$ cat config.mk
export PLATFORM = sky130hd
export DESIGN_NAME = inv_mix_columns_iter
export DESIGN_NICKNAME = d
export VERILOG_FILES = /design/src/rtl/aes_pkg.sv /design/src/rtl/inv_mix_columns_iter_column.sv /design/src/rtl/inv_mix_columns_iter.sv
export SDC_FILE = /design/constraint.sdc
export NUM_CORES = 1
export LEC_CHECK = 0
export CORE_UTILIZATION = 45
export CTS_CLUSTER_DIAMETER = 80
export DETAILED_ROUTE_END_ITERATION = 6
export PLACE_DENSITY = 0.74
export SYNTH_ARGS = -nofsm -noshare
export SYNTH_HDL_FRONTEND = slang
export SYNTH_SLANG_ARGS = --single-unit
$ cat constraint.sdc
create_clock -name clk -period 3.15 [get_ports clk]
set_clock_uncertainty 0.15 [all_clocks]
set_input_delay 0.63 -clock clk [delete_from_list [all_inputs] [get_ports clk]]
set_output_delay 0.63 -clock clk [all_outputs]
set_load 0.01 [all_outputs]
$ cat src/rtl/aes_pkg.sv
// aes_pkg: shared AES GF(2^8) helpers, state/column types and the InvMixColumns engine state enum.
package aes_pkg;
  localparam logic [7:0] AES_POLY = 8'h1B;
  typedef logic [127:0] aes_state_t;
  typedef logic [31:0] aes_col_t;
  typedef enum logic [1:0] {IDLE, COMPUTE, DONE} imc_state_t;
  function automatic logic [7:0] gf_xtime(input logic [7:0] b);
    return {b[6:0], 1'b0} ^ (b[7] ? AES_POLY : 8'h00);
  endfunction
  function automatic logic [7:0] gf_mul09(input logic [7:0] b);
    logic [7:0] x2, x8;
    x2 = gf_xtime(b);
    x8 = gf_xtime(gf_xtime(x2));
    return x8 ^ b;
  endfunction
  function automatic logic [7:0] gf_mul0b(input logic [7:0] b);
    logic [7:0] x2, x8;
    x2 = gf_xtime(b);
    x8 = gf_xtime(gf_xtime(x2));
    return x8 ^ x2 ^ b;
  endfunction
  function automatic logic [7:0] gf_mul0d(input logic [7:0] b);
    logic [7:0] x4, x8;
    x4 = gf_xtime(gf_xtime(b));
    x8 = gf_xtime(x4);
    return x8 ^ x4 ^ b;
  endfunction
  function automatic logic [7:0] gf_mul0e(input logic [7:0] b);
    logic [7:0] x2, x4, x8;
    x2 = gf_xtime(b);
    x4 = gf_xtime(x2);
    x8 = gf_xtime(x4);
    return x8 ^ x4 ^ x2;
  endfunction
endpackage

$ cat src/rtl/inv_mix_columns_iter_column.sv
// inv_mix_single_column: combinational InvMixColumns transform of one 32-bit column.
module inv_mix_single_column
  import aes_pkg::*;
(
  input  aes_col_t col_in,
  output aes_col_t col_out
);
  logic [7:0] s0, s1, s2, s3;
  assign {s0, s1, s2, s3} = col_in;
  assign col_out = {gf_mul0e(s0) ^ gf_mul0b(s1) ^ gf_mul0d(s2) ^ gf_mul09(s3),
                    gf_mul09(s0) ^ gf_mul0e(s1) ^ gf_mul0b(s2) ^ gf_mul0d(s3),
                    gf_mul0d(s0) ^ gf_mul09(s1) ^ gf_mul0e(s2) ^ gf_mul0b(s3),
                    gf_mul0b(s0) ^ gf_mul0d(s1) ^ gf_mul09(s2) ^ gf_mul0e(s3)};
endmodule

$ cat src/rtl/inv_mix_columns_iter.sv
// inv_mix_columns_iter: iterative InvMixColumns, COLS_PER_CYCLE columns per clock,
// valid/ready in and out, result held in res_reg until accepted.
module inv_mix_columns_iter
  import aes_pkg::*;
#(
  parameter int COLS_PER_CYCLE = 1
) (
  input  logic       clk,
  input  logic       rst_n,
  input  logic       in_valid,
  output logic       in_ready,
  input  aes_state_t data_in,
  output logic       out_valid,
  input  logic       out_ready,
  output aes_state_t data_out,
  output logic       busy
);
  localparam int NCYC = 4 / COLS_PER_CYCLE;
  localparam logic [1:0] LAST = 2'(NCYC - 1);
  if (COLS_PER_CYCLE != 1 && COLS_PER_CYCLE != 2 && COLS_PER_CYCLE != 4) begin : g_bad_cols
    $error("inv_mix_columns_iter: COLS_PER_CYCLE must be 1, 2 or 4");
  end
  imc_state_t state, state_nxt;
  logic [1:0] col_cnt;
  logic [0:3][31:0] src_reg, res_reg;
  logic [1:0] idx [COLS_PER_CYCLE];
  aes_col_t col_res [COLS_PER_CYCLE];
  for (genvar g = 0; g < COLS_PER_CYCLE; g++) begin : g_col
    assign idx[g] = 2'(int'(col_cnt) * COLS_PER_CYCLE + g);
    inv_mix_single_column u_col (
      .col_in (src_reg[idx[g]]),
      .col_out(col_res[g])
    );
  end
  always_ff @(posedge clk or negedge rst_n)
    if (!rst_n) state <= IDLE;
    else state <= state_nxt;
  always_comb
    state_nxt = state == IDLE    ? (in_valid ? COMPUTE : IDLE) :
                state == COMPUTE ? (col_cnt == LAST ? DONE : COMPUTE) :
                state == DONE    ? (out_ready ? IDLE : DONE) : IDLE;
  always_comb begin
    in_ready  = state == IDLE;
    busy      = state == COMPUTE;
    out_valid = state == DONE;
  end
  always_ff @(posedge clk or negedge rst_n)
    if (!rst_n) begin
      col_cnt <= '0;
      src_reg <= '0;
      res_reg <= '0;
    end else if (state == IDLE && in_valid) begin
      col_cnt <= '0;
      src_reg <= data_in;
    end else if (state == COMPUTE) begin
      col_cnt <= col_cnt == LAST ? 2'd0 : col_cnt + 2'd1;
      for (int i = 0; i < COLS_PER_CYCLE; i++) res_reg[idx[i]] <= col_res[i];
    end
  assign data_out = res_reg;
endmodule

==> results.sh <==
export IMPL_synth_area_mm2=0.0125
export IMPL_synth_area_leader_cell="dfrtp_1"
export IMPL_min_delay_path_class="flip-flop to flip-flop"
export IMPL_drive_above_1_share=0.155
export IMPL_fin_cells=1917
export IMPL_start_util=0.461
export IMPL_grt_max_degree=77
export IMPL_tns_ns=0
export IMPL_synth_area_leaders="dfrtp_1 52%, nand2_1 16%, xnor2_1 7.1%"
export IMPL_hold_viol_final=0
export IMPL_first_pass_iters=5
export IMPL_grtUsageTotal=0.236
export IMPL_cp_max_fo=12
export IMPL_cp_required_ns=3.43
export IMPL_utilization=0.640
export IMPL_arrival_ns=3.40
export IMPL_period_share=0.990
export IMPL_yosys_warnings=0
export IMPL_gp_congestion=0.963
export IMPL_area_growth_pct=38.7
export IMPL_htreeDepth=1
export IMPL_grt_ovfl_total=0
export IMPL_ios=263
export IMPL_max_freq_mhz=321
export IMPL_cts_sinks=260
export IMPL_antenna_found_initial=0
export IMPL_slew_viol_final=0
export IMPL_fin_crit_ns=3.12
export IMPL_finalSetupViolations=0
export IMPL_die_height_um=169
export IMPL_wire_per_inst_um=17.4
export IMPL_cts_root_buf="clkbuf_16"
export IMPL_drt_total_wl_mm=33.4
export IMPL_synth_seq_cells=260
export IMPL_cp_end_kind="flip-flop"
export IMPL_dr_total_vias=9497
export IMPL_port_buffers=262
export IMPL_ant_nets=0
export IMPL_drtIter0Drc=765
export IMPL_grt_pass1_vias=9372
export IMPL_placed_cells=1846
export IMPL_antenna_cells=0
export IMPL_place_hpwl_mm=25.0
export IMPL_crit_type="flip-flop to flip-flop"
export IMPL_via_per_inst=4.95
export IMPL_cts_buffers=27
export IMPL_synth_top_cell_area_share=0.520
export IMPL_synth_avg_cell_area_um2=10.3
export IMPL_die_area_mm2=0.0285
export IMPL_slew_headroom=0.494
export IMPL_syn_nets=1347
export IMPL_rows=60
export IMPL_cap_violations=0
export IMPL_status="completed"
export IMPL_cts_tree="yes"
export IMPL_coreArea_mm2=0.0271
export IMPL_yosysSeqAreaShare=0.520
export IMPL_netlist_instances=1211
export IMPL_cp_start_kind="flip-flop"
export IMPL_rsz0062_at_grt="true"
export IMPL_clk_path_buf_depth=3
export IMPL_clock_latency_ns=0.54
export IMPL_final_nets=1661
export IMPL_grt_pass1_wl_mm=52.1
export IMPL_yosysUniqueCellTypes=27
export IMPL_die_width_um=169
export IMPL_worstMarginPinSlew_ns=0.756
export IMPL_drc=0
export IMPL_clk_pin_slew_worst_paths_ns=0.06
cell usage after synthesis, drive strengths merged:
cell	n
ha	4
inv	3
buf	21
xor2	32
xnor3	28
nand2	518
dfrtp	260
xnor2	117
nor2	1
o21ai	130
and2	1
nand3	1
mux4	32
clkinv	1
nand2b	2
xor3	6
o31ai	2
clkbuf	52
through the flow:
step	setup slack [ns]	hold slack (ns)	cell area, µm²
floorplan	0.0993	0.184	12500
global placement	-0.0597	0.302	15900
detailed placement	-0.0888	0.308	15900
CTS	0.00491	0.323	17000
global route	-0.0574	0.336	17300
finish	0.0302	0.320	17300
worst max-delay path, cell delays in order (launching register included):
cell and delay (ns):
dfrtp_2 0.46, buf_12 0.18, mux4_2 0.61, xnor2_4 0.30, xnor2_2 0.19, xnor3_2 0.44
xnor3_2 0.47, o21ai_0 0.21
per-layer routing:
metal,global-route usage,part of all wire
met3,0.0360,0.059
met1,0.339,0.46
met4,0.0490,0.019
met2,0.383,0.46
met5,0,0
cell usage in the layout (no fill, tap or decap), types with 16 or more instances in the layout:
master / synthesis / final
nand2_1: 518 / 513
clkdlybuf4s50_1: 0 / 261
dfrtp_1: 260 / 259
o21ai_0: 115 / 104
buf_4: 3 / 83
xnor2_1: 102 / 79
mux4_2: 32 / 32
xnor2_2: 12 / 27
clkbuf_16: 0 / 27
o21ai_1: 15 / 26
xor2_1: 31 / 24
xnor3_1: 25 / 16
worst paths after layout:
kind / start / end / slack [ns] / cells past startpoint
min in group asynchronous: rst_n / data_out[38] / 0.52 / 2
min: src_reg[11] / src_reg[11] / 0.32 / 2
max: col_cnt[0] / data_out[125] / 0.03 / 7
max in group asynchronous: rst_n / data_out[64] / 1.38 / 3
min reg2reg: src_reg[11] / src_reg[11] / 0.32 / 2
max reg2reg: col_cnt[0] / data_out[125] / 0.03 / 7
final cells by class:
type	count	area, µm²
Multi-Input combinational cell	874	6010
Fill cell	2146	9750
Clock buffer	37	753
Sequential cell	260	6510
Inverter	4	15.0
Tap cell	372	465
Clock inverter	12	125
Timing Repair Buffer	358	3470
cells by family (layout without fill, tap and decap cells):
group                    after synthesis  count (layout)  synth area share
adder cells (fa/ha/maj)                4               4           0.00400
buffers and inverters                 77             411            0.0283
XOR/XNOR                             183             183             0.179
AO/OA/AOI/OAI                        132             132            0.0532
AND/OR/NAND/NOR                      523             523             0.158
flip-flops                           260             260             0.520
multiplexers                          32              32            0.0576
timing repair:
item / CTS / global route
pin swaps: 4 / 15
resized for setup: 19 / 46
endpoints found under the hold margin: 68 / 0
buffers inserted: 3 / 18
hold buffers: 1 / 0
setup endpoints to repair: 43 / 76
Power is left out: the tool's default activity adds up to more than one toggle a clock period on the data nets, which glitch-free logic cannot reach.
